===== config.mk =====
export PLATFORM = sky130hd
export DESIGN_NAME = button_debouncer_flat
export DESIGN_NICKNAME = d
export VERILOG_FILES = /design/src/rtl/button_debouncer_if.sv /design/src/rtl/button_debouncer.sv /design/src/flat_wrapper.sv
export SDC_FILE = /design/constraint.sdc
export NUM_CORES = 1
export LEC_CHECK = 0
export CORE_MARGIN = 8
export CORE_UTILIZATION = 43
export CTS_CLUSTER_DIAMETER = 80
export DETAILED_ROUTE_END_ITERATION = 8
export GPL_ROUTABILITY_DRIVEN = 0
export PLACE_DENSITY_LB_ADDON = 0.05
export SYNTH_ARGS = -nofsm -noshare
export SYNTH_HDL_FRONTEND = slang
export SYNTH_SLANG_ARGS = --single-unit

===== constraint.sdc =====
create_clock -name clk -period 1.55 [get_ports clk]
set_clock_uncertainty 0.15 [all_clocks]
set_input_delay 0.155 -clock clk [delete_from_list [all_inputs] [get_ports clk]]
set_output_delay 0.155 -clock clk [all_outputs]
set_load 0.02 [all_outputs]

===== src/rtl/button_debouncer_if.sv =====
// ============================================================================
// Module   : button_debouncer_if
// Brief    : Raw button level in, debounced level and debug status out.
// Revision : 1.0
// ============================================================================
`default_nettype none

interface button_debouncer_if;
  logic       btn_in;
  logic       btn_db;
  logic       busy;
  logic [7:0] glitch_cnt;

  modport master (
    output btn_in,
    input  btn_db,
    input  busy,
    input  glitch_cnt
  );

  modport slave (
    input  btn_in,
    output btn_db,
    output busy,
    output glitch_cnt
  );
endinterface

`default_nettype wire


===== src/rtl/button_debouncer.sv =====
// ============================================================================
// Module   : button_debouncer
// Brief    : Synchronizes a bouncing button and qualifies each level change.
// Revision : 1.0
// ============================================================================
`default_nettype none

module button_debouncer #(
  parameter int SYNC_STAGES   = 2,
  parameter int STABLE_CYCLES = 4
) (
  input  wire logic          clk,
  input  wire logic          reset,
  button_debouncer_if.slave  bus
);

  localparam int c_CNT_W = $clog2(STABLE_CYCLES + 1);
  localparam logic [c_CNT_W-1:0] c_CNT_LAST = c_CNT_W'(STABLE_CYCLES - 1);
  localparam logic [c_CNT_W-1:0] c_CNT_ONE  = c_CNT_W'(1);

  localparam logic [1:0] c_IDLE_LO = 2'd0;
  localparam logic [1:0] c_CHK_HI  = 2'd1;
  localparam logic [1:0] c_IDLE_HI = 2'd2;
  localparam logic [1:0] c_CHK_LO  = 2'd3;

  logic [SYNC_STAGES-1:0] r_sync;
  logic                   w_btn_s;
  logic [1:0]             r_state;
  logic [1:0]             w_state_nxt;
  logic [c_CNT_W-1:0]     r_cnt;
  logic [c_CNT_W-1:0]     w_cnt_nxt;
  logic                   w_abort;
  logic [7:0]             r_glitch_cnt;

  // Synchronizer: the only place btn_in is sampled.
  always_ff @(posedge clk) begin
    if (reset) begin
      r_sync <= '0;
    end else begin
      r_sync <= {r_sync[SYNC_STAGES-2:0], bus.btn_in};
    end
  end

  assign w_btn_s = r_sync[SYNC_STAGES-1];

  // State register, stability counter and saturating abort counter.
  always_ff @(posedge clk) begin
    if (reset) begin
      r_state      <= c_IDLE_LO;
      r_cnt        <= '0;
      r_glitch_cnt <= 8'd0;
    end else begin
      r_state <= w_state_nxt;
      r_cnt   <= w_cnt_nxt;
      if (w_abort && (r_glitch_cnt != 8'hFF)) begin
        r_glitch_cnt <= r_glitch_cnt + 8'd1;
      end
    end
  end

  always_comb begin
    w_state_nxt = c_IDLE_LO;
    w_cnt_nxt   = '0;
    w_abort     = 1'b0;
    case (r_state)
      c_IDLE_LO: begin
        if (w_btn_s) begin
          w_state_nxt = c_CHK_HI;
          w_cnt_nxt   = c_CNT_ONE;
        end else begin
          w_state_nxt = c_IDLE_LO;
        end
      end
      c_CHK_HI: begin
        if (!w_btn_s) begin
          w_state_nxt = c_IDLE_LO;
          w_abort     = 1'b1;
        end else if (r_cnt == c_CNT_LAST) begin
          w_state_nxt = c_IDLE_HI;
        end else begin
          w_state_nxt = c_CHK_HI;
          w_cnt_nxt   = r_cnt + c_CNT_ONE;
        end
      end
      c_IDLE_HI: begin
        if (!w_btn_s) begin
          w_state_nxt = c_CHK_LO;
          w_cnt_nxt   = c_CNT_ONE;
        end else begin
          w_state_nxt = c_IDLE_HI;
        end
      end
      c_CHK_LO: begin
        if (w_btn_s) begin
          w_state_nxt = c_IDLE_HI;
          w_abort     = 1'b1;
        end else if (r_cnt == c_CNT_LAST) begin
          w_state_nxt = c_IDLE_LO;
        end else begin
          w_state_nxt = c_CHK_LO;
          w_cnt_nxt   = r_cnt + c_CNT_ONE;
        end
      end
      default: begin
        w_state_nxt = c_IDLE_LO;
        w_cnt_nxt   = '0;
      end
    endcase
  end

  // Moore outputs decoded from the registered state only.
  always_comb begin
    bus.btn_db     = (r_state == c_IDLE_HI) || (r_state == c_CHK_LO);
    bus.busy       = (r_state == c_CHK_HI)  || (r_state == c_CHK_LO);
    bus.glitch_cnt = r_glitch_cnt;
  end

endmodule

`default_nettype wire


===== src/flat_wrapper.sv =====
// flat-port wrapper written by rule: the top's interface ports become plain ports
module button_debouncer_flat 
#(
  parameter int SYNC_STAGES   = 2,
  parameter int STABLE_CYCLES = 4
)
  (clk, reset, bus_btn_in, bus_btn_db, bus_busy, bus_glitch_cnt);
  button_debouncer_if bus_i ();
  input  wire logic clk;
  input  wire logic reset;
  input wire logic [$bits(bus_i.btn_in)-1:0] bus_btn_in;
  output wire logic [$bits(bus_i.btn_db)-1:0] bus_btn_db;
  output wire logic [$bits(bus_i.busy)-1:0] bus_busy;
  output wire logic [$bits(bus_i.glitch_cnt)-1:0] bus_glitch_cnt;
  assign bus_i.btn_in = bus_btn_in;
  assign bus_btn_db = bus_i.btn_db;
  assign bus_busy = bus_i.busy;
  assign bus_glitch_cnt = bus_i.glitch_cnt;
  button_debouncer #(.SYNC_STAGES(SYNC_STAGES), .STABLE_CYCLES(STABLE_CYCLES)) u_core (.clk(clk), .reset(reset), .bus(bus_i));
endmodule

==> reports/results.tsv <==
metric	value	unit
status	finished clean	
FF-to-FF path depth	4	
share of layout cells above drive strength 1	25.6	%
Root Buffer	clkbuf_4	
GRT Util Overall	8.65	%
Leak	0.390	nW
grt ovf	0	
Internal	502	uW
drt pass-1 iters	2	
dpl cells	97	
crit end category	flip-flop	
WP data arrival	1.54	ns
final cell count without fillers	102	
DRT Wirelength	1.29	mm
via/cell ratio	5.18	
Max-Cap Viols	0	
post-route total power	645	uW
Starting Density	45.0	%
RSZ-0062 raised after global routing	true	
syn nets	73	
f_max	0.657	GHz
Clk pwr share	33.9	%
HPWL Detailed	970	um
CTS buffer count	3	
Final nets	92	
maximum clock path buffer count	2	
worst hold stages	2	
row cnt	14	
htree depth	1	
CP Class	flip-flop to flip-flop	
switching power	143	uW
Slew Limit Fails	0	
Sink Count	15	
iteration-0 DRC count of the detailed router	4	
Sw Share	22.2	%
slew margin rel.	79.1	%
Max IR drop VDD	0.000443	V
combinational power share	5.4	%
Reg clk slew, reported paths	0.09	ns
IO buf count	12	
I/O pin count	13	
post-synthesis instance area	671	um^2
worst skew pair latency	0.28	ns
Setup Viol. Count Final	0	
register share of total power	60.8	%
crit path max fanout	3	
Routed Antenna Nets	0	
Layout area overhead	31.3	%
Final Hold Vio Count	0	
Cell Pwr Density	732	nW/um^2
CP startpoint kind	flip-flop	
Tcrit/Tclk final	98.2	%
DR DRC count	0	
Mapped Cells	68	
die footprint	3080	um^2
CTS tree	done	
Seq/Total Area, Yosys	44.8	%
Synth Warn #	0	
Placed Area	843	um^2
Die Y-Extent	55.5	um
diodes inserted	0	
first-pass GRT wire length	2.19	mm
initial antenna violation count	0	
Core ar.	1490	um^2
post-route cell area	881	um^2
Horiz. Die Dim	55.5	um
Synth cell types	28	
Worst Hold Class	primary input to flip-flop	
Critical Path RT	1.57	ns
Worst-Margin Slew	0.311	ns
Via Count	528	
number of global-route vias before repair	500	
min Tclk post-route	1.52	ns
hold bufs inserted after CTS	0	
Wirelength per Cell	12.6	um
FF+latch count, synth	15	
largest net degree at the start of global routing	10	
Mean Syn Cell Area	9.86	um^2
-- synthesized netlist by cell type --
cell type  count  share of area, %
nand2_1        4               2.2
clkbuf_1       2               1.1
or3_1          2               1.9
nor2_1         9               5.0
xnor2_4        1               4.1
and4b_1        1               1.5
nor4_1         2               1.9
and3_1         2               1.9
buf_6          2               3.4
and2b_1        2               2.2
o211ai_1       1               1.1
a21oi_1        2               1.5
xor2_1         2               2.6
nand3_1        2               1.5
ha_1           2               3.7
o21ai_0        1              0.75
a21boi_0       1               1.1
a211oi_1       1               1.1
mux2i_1        2               3.0
mux2_1         2               3.4
a31oi_1        1              0.93
nand3b_1       1               1.1
dfxtp_1       15                45
o31ai_1        1               1.1
nand4_1        3               2.8
nor2b_1        2               1.9
nand3_2        1               1.5
and2_1         1              0.93
-- logic make-up (layout without fill, tap and decap cells) --
family | after synthesis | count (layout) | synth area share [%]
xor gates and xnor gates | 3 | 3 | 6.72
adders and majority gates | 2 | 2 | 3.73
buffers and inverters | 4 | 22 | 4.48
and+or+nand+nor | 32 | 32 | 26.3
AOI/OAI and AO/OA | 8 | 8 | 7.65
DFF | 15 | 15 | 44.8
muxes | 4 | 4 | 6.34
-- metrics by stage --
step | hold slack (ns) | utilization (%) | setup TNS [ns] | worst slack, ns
6_report | 0.275 | 59.2 | 0 | 0.0284
5_1_grt | 0.295 | 59.2 | -0.0894 | -0.0374
4_1_cts | 0.266 | 57.6 | 0 | 0.00383
3_5_place_dp | 0.279 | 56.6 | 0 | 0.0223
3_3_place_gp | 0.278 | 56.6 | 0 | 0.0204
2_1_floorplan | 0.133 | - | 0 | 0.00450
-- layout make-up --
type	count	area, um^2
Clock inverter	1	5.00
Timing Repair Buffer	18	153
Fill cell	138	608
Sequential cell	15	313
Clock buffer	3	22.5
Tap cell	16	20.0
Multi-Input combinational cell	49	368
-- flip-flops by register name, summed over array words and instances (netlist names) --
signal / cells
u_core.bus.glitch_cnt: 8
u_core.r_cnt: 3
u_core.r_state: 2
u_core.r_sync: 2
-- cells in the final DEF, fill, tap and decap left out, types with 2 or more instances in the layout --
| cell type | netlist | routed |
|---|---|---|
| a21oi_1 | 2 | 2 |
| and2b_1 | 2 | 2 |
| and3_1 | 2 | 2 |
| buf_4 | 0 | 6 |
| clkbuf_4 | 0 | 3 |
| clkdlybuf4s50_1 | 0 | 2 |
| dfxtp_1 | 15 | 9 |
| dfxtp_2 | 0 | 4 |
| dfxtp_4 | 0 | 2 |
| dlygate4sd2_1 | 0 | 10 |
| mux2_1 | 2 | 2 |
| mux2i_1 | 2 | 2 |
| nand2_1 | 4 | 4 |
| nand3_1 | 2 | 2 |
| nand4_1 | 3 | 3 |
| nor2_1 | 9 | 8 |
| nor2b_1 | 2 | 2 |
| nor4_2 | 0 | 2 |
| or3_1 | 2 | 2 |
| xor2_1 | 2 | 2 |
-- per-layer routing --
layer | up-vias | global-route usage (%) | routed length, um
met3 | 2 | 2.74 | 57
met4 | 0 | 6.34 | 10
met5 | - | 0 | 0
li1 | 280 | - | -
met1 | 238 | 10.8 | 635
met2 | 8 | 12.0 | 583
-- critical path: stages (launching register included) --
cell	delay, ns
dfxtp_2	0.36
xnor2_4	0.17
nand3_2	0.12
nor4_2	0.28
mux2_1	0.34
-- path summary, 6_finish.rpt --
kind / start / to / slack (ns)
max: u_core.r_sync[1] / u_core.bus.glitch_cnt[5] / 0.03
min: bus_btn_in / u_core.r_sync[0] / 0.27
max reg2reg: u_core.r_sync[1] / u_core.bus.glitch_cnt[5] / 0.03
min reg2reg: u_core.r_sync[0] / u_core.r_sync[1] / 0.29
-- what timing repair did --
| item | 4_1_cts | 5_1_grt |
|---|---|---|
| setup buffers | 0 | 1 |
| endpoints found under the setup margin | 10 | 5 |
| pin swaps | 0 | 1 |
| resized for setup | 10 | 4 |
| endpoints found under the hold margin | 0 | 0 |
-- power by group through the flow --
stage / Sequential [mW] / Clock (mW) / Combinational, mW
2_1_floorplan: 0.403 / 0 / 0.0203
3_3_place_gp: 0.402 / 0 / 0.0359
3_5_place_dp: 0.403 / 0 / 0.0361
4_1_cts: 0.394 / 0.232 / 0.0350
5_1_grt: 0.393 / 0.250 / 0.0392
6_report: 0.392 / 0.219 / 0.0346
(Power assumes the default switching activity.)
